**config.mk**
```make
export PLATFORM = sky130hd
export DESIGN_NAME = fp32_addsub_seq
export DESIGN_NICKNAME = d
export VERILOG_FILES = /design/src/rtl/fp32_addsub_seq.sv
export SDC_FILE = /design/constraint.sdc
export NUM_CORES = 1
export LEC_CHECK = 0
export BUFFER_PORTS_ARGS = -buffer_cell sky130_fd_sc_hd__buf_2
export CORE_ASPECT_RATIO = 0.75
export CORE_MARGIN = 2
export CORE_UTILIZATION = 35
export CTS_CLUSTER_SIZE = 8
export DETAILED_ROUTE_END_ITERATION = 7
export HOLD_SLACK_MARGIN = 0.15
export SLEW_MARGIN = 10
export SYNTH_ARGS = -nofsm -noshare
export SYNTH_HDL_FRONTEND = slang
export SYNTH_SLANG_ARGS = --single-unit
```
**constraint.sdc**
```tcl
create_clock -name clk_i -period 5.56 [get_ports clk_i]
set_clock_uncertainty 0.1 [all_clocks]
set_input_delay 0.834 -clock clk_i [delete_from_list [all_inputs] [get_ports clk_i]]
set_output_delay 0.834 -clock clk_i [all_outputs]
set_load 0.02 [all_outputs]
```
**src/rtl/fp32_addsub_seq.sv**
```systemverilog
// Purpose: multi-cycle IEEE-754 FP32 adder/subtractor, one operation in flight at a time.
// Latency: 5 cycles from input handshake to out_valid_o (2 cycles for NaN/inf bypass).
// Backpressure: result held in DONE until out_ready_i; in_ready_o is low from accept until after the output handshake.
// Ports: clk_i, rst_ni (async, active-low), in_valid_i/in_ready_o, add1_i/add2_i operands,
//        command_i (1 = A+B, 0 = A-B), out_valid_o/out_ready_i, result_o, exc_flags_o {invalid, overflow, inexact}.
// Build option: define FP32_ADDSUB_RNE_EN for round-to-nearest-even; otherwise rounding is toward zero.
module fp32_addsub_seq (
    input  logic        clk_i,
    input  logic        rst_ni,
    input  logic        in_valid_i,
    output logic        in_ready_o,
    input  logic [31:0] add1_i,
    input  logic [31:0] add2_i,
    input  logic        command_i,
    output logic        out_valid_o,
    input  logic        out_ready_i,
    output logic [31:0] result_o,
    output logic [2:0]  exc_flags_o
);
    localparam logic [31:0] QNAN = 32'h7FC0_0000;

    typedef enum logic [2:0] {IDLE, UNPACK, ALIGN, ADDSUB, NORM, ROUND, DONE} state_t;

    state_t             state_q;
    logic [31:0]        a_q, b_q;
    logic               cmd_q;
    // unpacked operands (sb_q is the effective sign of B)
    logic               sa_q, sb_q;
    logic [7:0]         ea_q, eb_q;
    logic [23:0]        ma_q, mb_q;
    logic               spec_q, spec_inv_q;
    logic [31:0]        spec_res_q;
    // aligned operands: big significand, small significand with G/R and sticky
    logic               sign_q, eff_sub_q;
    logic signed [9:0]  exp_q;
    logic [23:0]        mbig_q;
    logic [25:0]        msml_q;
    logic               sticky_q;
    // raw sum: carry, 24 significand bits, G, R, S
    logic [27:0]        sum_q;
    // normalized significand: 24 bits + G, R, S
    logic [26:0]        nrm_q;
    logic               zero_q, uf_q;
    // registered outputs
    logic               in_ready_q, out_valid_q;
    logic [31:0]        result_q;
    logic [2:0]         flags_q;

    // ---------------- UNPACK ----------------
    logic        sb_eff_d;
    logic [23:0] ma_d, mb_d;
    logic        nan_a, nan_b, inf_a, inf_b;
    logic        spec_d, spec_inv_d;
    logic [31:0] spec_res_d;

    always_comb begin
        sb_eff_d   = b_q[31] ^ ~cmd_q;
        // exp == 0 covers both zero and denormal: flushed to a zero significand
        ma_d       = (a_q[30:23] != 8'd0) ? {1'b1, a_q[22:0]} : 24'd0;
        mb_d       = (b_q[30:23] != 8'd0) ? {1'b1, b_q[22:0]} : 24'd0;
        nan_a      = (a_q[30:23] == 8'hFF) && (a_q[22:0] != 23'd0);
        nan_b      = (b_q[30:23] == 8'hFF) && (b_q[22:0] != 23'd0);
        inf_a      = (a_q[30:23] == 8'hFF) && (a_q[22:0] == 23'd0);
        inf_b      = (b_q[30:23] == 8'hFF) && (b_q[22:0] == 23'd0);
        spec_d     = nan_a | nan_b | inf_a | inf_b;
        spec_inv_d = 1'b0;
        spec_res_d = QNAN;
        if (nan_a || nan_b) begin
            spec_inv_d = 1'b1;
        end else if (inf_a && inf_b && (a_q[31] != sb_eff_d)) begin
            spec_inv_d = 1'b1;
        end else if (inf_a) begin
            spec_res_d = {a_q[31], 8'hFF, 23'd0};
        end else if (inf_b) begin
            spec_res_d = {sb_eff_d, 8'hFF, 23'd0};
        end
    end

    // ---------------- ALIGN ----------------
    logic        a_ge_b, big_s_d, small_s_d;
    logic [7:0]  big_e_d, small_e_d, diff_d;
    logic [23:0] big_m_d, small_m_d;
    logic [49:0] ext_d;
    logic [25:0] al_m_d;
    logic        al_st_d;

    always_comb begin
        a_ge_b    = {ea_q, ma_q} >= {eb_q, mb_q};
        big_s_d   = a_ge_b ? sa_q : sb_q;
        small_s_d = a_ge_b ? sb_q : sa_q;
        big_e_d   = a_ge_b ? ea_q : eb_q;
        small_e_d = a_ge_b ? eb_q : ea_q;
        big_m_d   = a_ge_b ? ma_q : mb_q;
        small_m_d = a_ge_b ? mb_q : ma_q;
        diff_d    = big_e_d - small_e_d;
        // top 24 bits: shifted significand, next 2: G/R, remaining bits collapse into sticky
        ext_d     = {small_m_d, 26'd0} >> diff_d;
        if (diff_d >= 8'd26) begin
            al_m_d  = 26'd0;
            al_st_d = |small_m_d;
        end else begin
            al_m_d  = ext_d[49:24];
            al_st_d = |ext_d[23:0];
        end
    end

    // ---------------- ADDSUB ----------------
    logic [27:0] op_a_d, op_b_d, sum_d;

    always_comb begin
        op_a_d = {1'b0, mbig_q, 3'b000};
        op_b_d = {1'b0, msml_q, sticky_q};
        // |big| >= |small| so the difference never goes negative
        sum_d  = eff_sub_q ? (op_a_d - op_b_d) : (op_a_d + op_b_d);
    end

    // ---------------- NORM ----------------
    logic [4:0]        lzc_d;
    logic [26:0]       nrm_d;
    logic signed [9:0] nexp_d;
    logic              zero_d, uf_d;

    always_comb begin
        lzc_d = 5'd27;
        for (int i = 0; i < 27; i++) begin
            if (sum_q[i]) lzc_d = 5'(26 - i);
        end
        zero_d = (sum_q == 28'd0);
        if (sum_q[27]) begin
            nrm_d  = {sum_q[27:2], sum_q[1] | sum_q[0]};
            nexp_d = exp_q + 10'sd1;
        end else begin
            nrm_d  = sum_q[26:0] << lzc_d;
            nexp_d = exp_q - $signed({5'd0, lzc_d});
        end
        uf_d = !zero_d && (nexp_d <= 10'sd0);
    end

    // ---------------- ROUND ----------------
    logic              up_d;
    logic [24:0]       mant_d;
    logic signed [9:0] rexp_d;
    logic [22:0]       frac_d;
    logic              inexact_d;
    logic [31:0]       res_d;
    logic [2:0]        flags_d;

    always_comb begin
        inexact_d = nrm_q[2] | nrm_q[1] | nrm_q[0];
`ifdef FP32_ADDSUB_RNE_EN
        up_d      = nrm_q[2] & (nrm_q[1] | nrm_q[0] | nrm_q[3]);
`else
        up_d      = 1'b0;
`endif
        mant_d    = {1'b0, nrm_q[26:3]} + {24'd0, up_d};
        // rounding carry-out leaves 1.000..., so the fraction is all zeros in that case
        rexp_d    = mant_d[24] ? (exp_q + 10'sd1) : exp_q;
        frac_d    = mant_d[24] ? mant_d[23:1] : mant_d[22:0];
        if (zero_q) begin
            res_d   = 32'd0;
            flags_d = 3'b000;
        end else if (uf_q) begin
            res_d   = {sign_q, 31'd0};
            flags_d = 3'b001;
        end else if (rexp_d >= 10'sd255) begin
            res_d   = {sign_q, 8'hFF, 23'd0};
            flags_d = {1'b0, 1'b1, inexact_d};
        end else begin
            res_d   = {sign_q, rexp_d[7:0], frac_d};
            flags_d = {1'b0, 1'b0, inexact_d};
        end
    end

    // ---------------- FSM and state registers ----------------
    always_ff @(posedge clk_i or negedge rst_ni) begin
        if (!rst_ni) begin
            state_q     <= IDLE;
            a_q         <= '0;
            b_q         <= '0;
            cmd_q       <= 1'b0;
            sa_q        <= 1'b0;
            sb_q        <= 1'b0;
            ea_q        <= '0;
            eb_q        <= '0;
            ma_q        <= '0;
            mb_q        <= '0;
            spec_q      <= 1'b0;
            spec_inv_q  <= 1'b0;
            spec_res_q  <= '0;
            sign_q      <= 1'b0;
            eff_sub_q   <= 1'b0;
            exp_q       <= '0;
            mbig_q      <= '0;
            msml_q      <= '0;
            sticky_q    <= 1'b0;
            sum_q       <= '0;
            nrm_q       <= '0;
            zero_q      <= 1'b0;
            uf_q        <= 1'b0;
            in_ready_q  <= 1'b1;
            out_valid_q <= 1'b0;
            result_q    <= '0;
            flags_q     <= '0;
        end else begin
            case (state_q)
                IDLE: begin
                    if (in_valid_i && in_ready_q) begin
                        a_q        <= add1_i;
                        b_q        <= add2_i;
                        cmd_q      <= command_i;
                        in_ready_q <= 1'b0;
                        state_q    <= UNPACK;
                    end
                end
                UNPACK: begin
                    sa_q       <= a_q[31];
                    sb_q       <= sb_eff_d;
                    ea_q       <= a_q[30:23];
                    eb_q       <= b_q[30:23];
                    ma_q       <= ma_d;
                    mb_q       <= mb_d;
                    spec_q     <= spec_d;
                    spec_inv_q <= spec_inv_d;
                    spec_res_q <= spec_res_d;
                    state_q    <= ALIGN;
                end
                ALIGN: begin
                    if (spec_q) begin
                        result_q    <= spec_res_q;
                        flags_q     <= {spec_inv_q, 2'b00};
                        out_valid_q <= 1'b1;
                        state_q     <= DONE;
                    end else begin
                        sign_q    <= big_s_d;
                        eff_sub_q <= big_s_d != small_s_d;
                        exp_q     <= $signed({2'b00, big_e_d});
                        mbig_q    <= big_m_d;
                        msml_q    <= al_m_d;
                        sticky_q  <= al_st_d;
                        state_q   <= ADDSUB;
                    end
                end
                ADDSUB: begin
                    sum_q   <= sum_d;
                    state_q <= NORM;
                end
                NORM: begin
                    nrm_q   <= nrm_d;
                    exp_q   <= nexp_d;
                    zero_q  <= zero_d;
                    uf_q    <= uf_d;
                    state_q <= ROUND;
                end
                ROUND: begin
                    result_q    <= res_d;
                    flags_q     <= flags_d;
                    out_valid_q <= 1'b1;
                    state_q     <= DONE;
                end
                DONE: begin
                    if (out_ready_i) begin
                        out_valid_q <= 1'b0;
                        in_ready_q  <= 1'b1;
                        state_q     <= IDLE;
                    end
                end
                default: begin
                    state_q <= IDLE;
                end
            endcase
        end
    end

    assign in_ready_o  = in_ready_q;
    assign out_valid_o = out_valid_q;
    assign result_o    = result_q;
    assign exc_flags_o = flags_q;

endmodule

```
==> results.yml <==
outcome:
  outcome: "finished, final reports clean"
synthesis:
  avgSynthCellArea_um2: 9.314
  ys.flop_type: "dfrtp_1"
  synthCells: 2063
  synth.most_common_cell: "dfrtp_1"
  yosys.area.top_type: "dfrtp_1"
  synthAdderAreaFrac_pct: 6.264
  netlist-cell-type-count: 101
  synth_top_area_share_pct: 38.29
  yosysWarnings: 0
  synth_compound_area_share_pct: 21.68
  synth_nets: 2227
  synth_top_family_by_area: "compound AO/OA/AOI/OAI gates"
  muxShareOfSynthArea_pct: 11.41
  yosys-top-cells-area: "dfrtp_1, ha_1, mux2_2"
  syn_area_um2: 19210
  synthSimpleGateAreaFrac_pct: 15.13
  ys_seq_area_share_pct: 38.43
  synth-edff-count: 0
  ys_seq_elements: 295
  synth_common_cells: "dfrtp_1, nand2_1, a21oi_1"
  ys_async_sr_fraction_pct: 100.0
  synthXorXnorAreaFrac_pct: 2.097
pwr:
  p_seq_share_pct: 46.7
  internal_power_mw: 3.594
  clockPowerShare_pct: 51.8
  leakagePower_nw: 9.944
  vdd_ir_drop_max_v: 0.0001759
  comb_power_share_pct: 1.5
  power_mw: 4.605
  switchingPower_mw: 1.011
  switching_share_pct: 21.96
  powerDensity_nw_per_um2: 210.3
routing:
  vias: 16710
  drtPass1Iterations: 5
  drt-initial-drc-count: 1515
  drt-total-wl_mm: 59.86
  via_per_inst: 5.778
  drtAntennaViolNets: 0
  drc: 0
  wl_per_cell_um: 20.70
sta:
  hold_violations: 0
  setup_violations: 0
  layout_worst_path_cycle_share_pct: 95.45
  grt_setup_unrepaired: "false"
  fin_crit_ns: 5.307
  worst_pin_slew_ns: 1.077
  setup_tns_ns: 0
  max_slew_margin_pct: 28.22
  slew_viol_final: 0
  max_freq_mhz: 188.4
clocking:
  clkTransAtPathRegs_ns: 0.05
  cts_hold_buffers: 0
  clk_latency_ns: 0.56
  ctsLongestPathBuffers: 3
  htreeDepth: 2
  cts_inserted_buffers: 43
  cts_tree: "yes"
  cts-root-buf: "clkbuf_16"
  cts_sinks: 295
setup_path:
  worst-path-max-fanout: 19
  arrival_ns: 5.63
  path_class: "reg2reg"
  startpoint_type: "register"
  required_ns: 5.88
  setup.worst_path.end_class: "register"
global_routing:
  grt_max_degree: 110
  global_route.usage.met1_pct: 33.88
  met3_usage_pct: 3.551
  use_met2_pct: 30.72
  grt_pass1_vias: 16130
  antenna_found_initial: 0
  grt_remaining_overflow: 0
  grt_most_used_layer: "met1"
  track_usage_pct: 21.53
  grt_pass1_wl_mm: 96.30
die:
  start_util_pct: 35.35
  die_h_um: 206.9
  num_rows: 74
  die_w_um: 274.6
  coreArea_um2: 54350
  pin_count: 106
  dieArea_um2: 56810
cells_and_area:
  drive_gt1_share_pct: 17.97
  final_nets: 2320
  stdcell_area_um2: 21900
  num-fill-cells: 5407
  antenna_cells: 0
  post-route-util_pct: 40.29
  syn2layout_area_growth_pct: 13.95
job:
  maxCapViolations: 0
placed_design:
  dpl.hpwl_mm: 45.64
  post_dp_cell_area_um2: 20690
  io_buffers: 105
  gp_congestion: 0.9429
hold_path:
  hp-class: "in2async"
## timing repair
item                                    CTS  global route
resized for setup                         0             5
endpoints found under the setup margin    0             2
buffers inserted                          0             0
## placed cells by master, fill, tap and decap left out, types with 15 or more instances in the layout
cell / n
nand2_1: 183
a21oi_1: 168
mux2i_1: 53
a22o_1: 70
a31oi_1: 22
buf_2: 104
o211ai_1: 15
a221oi_1: 17
mux2_2: 89
nor2_1: 160
ha_1: 92
and3_1: 17
mux4_2: 28
inv_1: 108
nand4_1: 19
o31ai_1: 25
nand3_1: 51
buf_4: 70
nor3_1: 39
o21ai_0: 128
nor4_1: 40
a21o_1: 22
dfrtp_1: 294
xnor2_1: 31
nand2b_1: 20
clkbuf_16: 44
## cells by family (layout without fill, tap and decap cells)
group | Yosys count | after routing
AOI/OAI and AO/OA | 618 | 618
xor gates and xnor gates | 43 | 43
adders and majority gates | 95 | 95
buffers and inverters | 238 | 345
DFF | 295 | 295
muxes | 172 | 172
and+or+nand+nor | 602 | 602
## flip-flops by register name, summed over array words and instances (netlist names), 10 cells and up
name      flops
result_o     32
sum_q        28
ma_q         24
msml_q       26
b_q          32
mbig_q       24
nrm_q        26
exp_q        10
a_q          32
mb_q         24
## worst max-delay path, stage by stage (launching register included)
cell and delay, ns:
dfrtp_1 0.44, inv_1 0.10, ha_1 0.29, nand2b_1 0.14, a2111o_1 0.40, a311o_1 0.48, o21a_1 0.30, buf_4 0.26
o211a_1 0.27, or4_1 0.44, nand2_2 0.22, buf_12 0.19, mux4_2 0.33, mux2i_1 0.36, a31oi_1 0.14, nor3_1 0.24
and3_1 0.21, a2bb2oi_1 0.16, a21oi_1 0.08
## stage by stage
step | setup WS (ns) | instances | hold slack [ns]
after floorplan | 0.2097 | 2063 | 0.3356
after global placement | 0.3293 | 2833 | 0.3587
after detailed placement | 0.3369 | 2833 | 0.3621
after CTS | 0.2320 | 2892 | 0.2671
after global routing | 0.02464 | 2892 | 0.3130
final | 0.2529 | 2892 | 0.2514
## worst paths after layout
| check | endpoint | slack (ns) | from | cells past startpoint |
|---|---|---|---|---|
| worst min register to register | sign_q | 0.37 | sign_q | 2 |
| max in group asynchronous | mbig_q[3] | 3.91 | rst_ni | 2 |
| min in group clk_i | sign_q | 0.37 | sign_q | 2 |
| worst max register to register | sticky_q | 0.25 | ma_q[0] | 18 |
| worst min-delay path | spec_q | 0.25 | rst_ni | 1 |
| worst max-delay path | sticky_q | 0.25 | ma_q[0] | 18 |
## final cells by class
type | count | area (um^2) | area share [%]
Clock buffer | 57 | 1150 | 5.251
Timing Repair Buffer | 177 | 1101 | 5.029
Clock inverter | 2 | 37.54 | 0.1714
Sequential cell | 295 | 7383 | 33.72
Inverter | 109 | 409.1 | 1.869
Multi-Input combinational cell | 1530 | 10910 | 49.83
Tap cell | 722 | 903.4 | 4.126
## power by group through the flow
stage	Sequential [mW]	Combinational, mW	Clock (mW)
after CTS	2.15	0.0725	2.44
after floorplan	2.19	0.000802	0
after global placement	2.19	0.0697	0
after global routing	2.15	0.0812	2.52
after detailed placement	2.19	0.0723	0
final	2.15	0.0683	2.39
## routing by layer
metal | vias up | wire length, um
met1 | 8232 | 29600
met5 | - | 0
met3 | 64 | 4693
met2 | 641 | 24710
li1 | 7773 | -
met4 | 0 | 860
No activity file was read; power rests on OpenSTA's default activity.
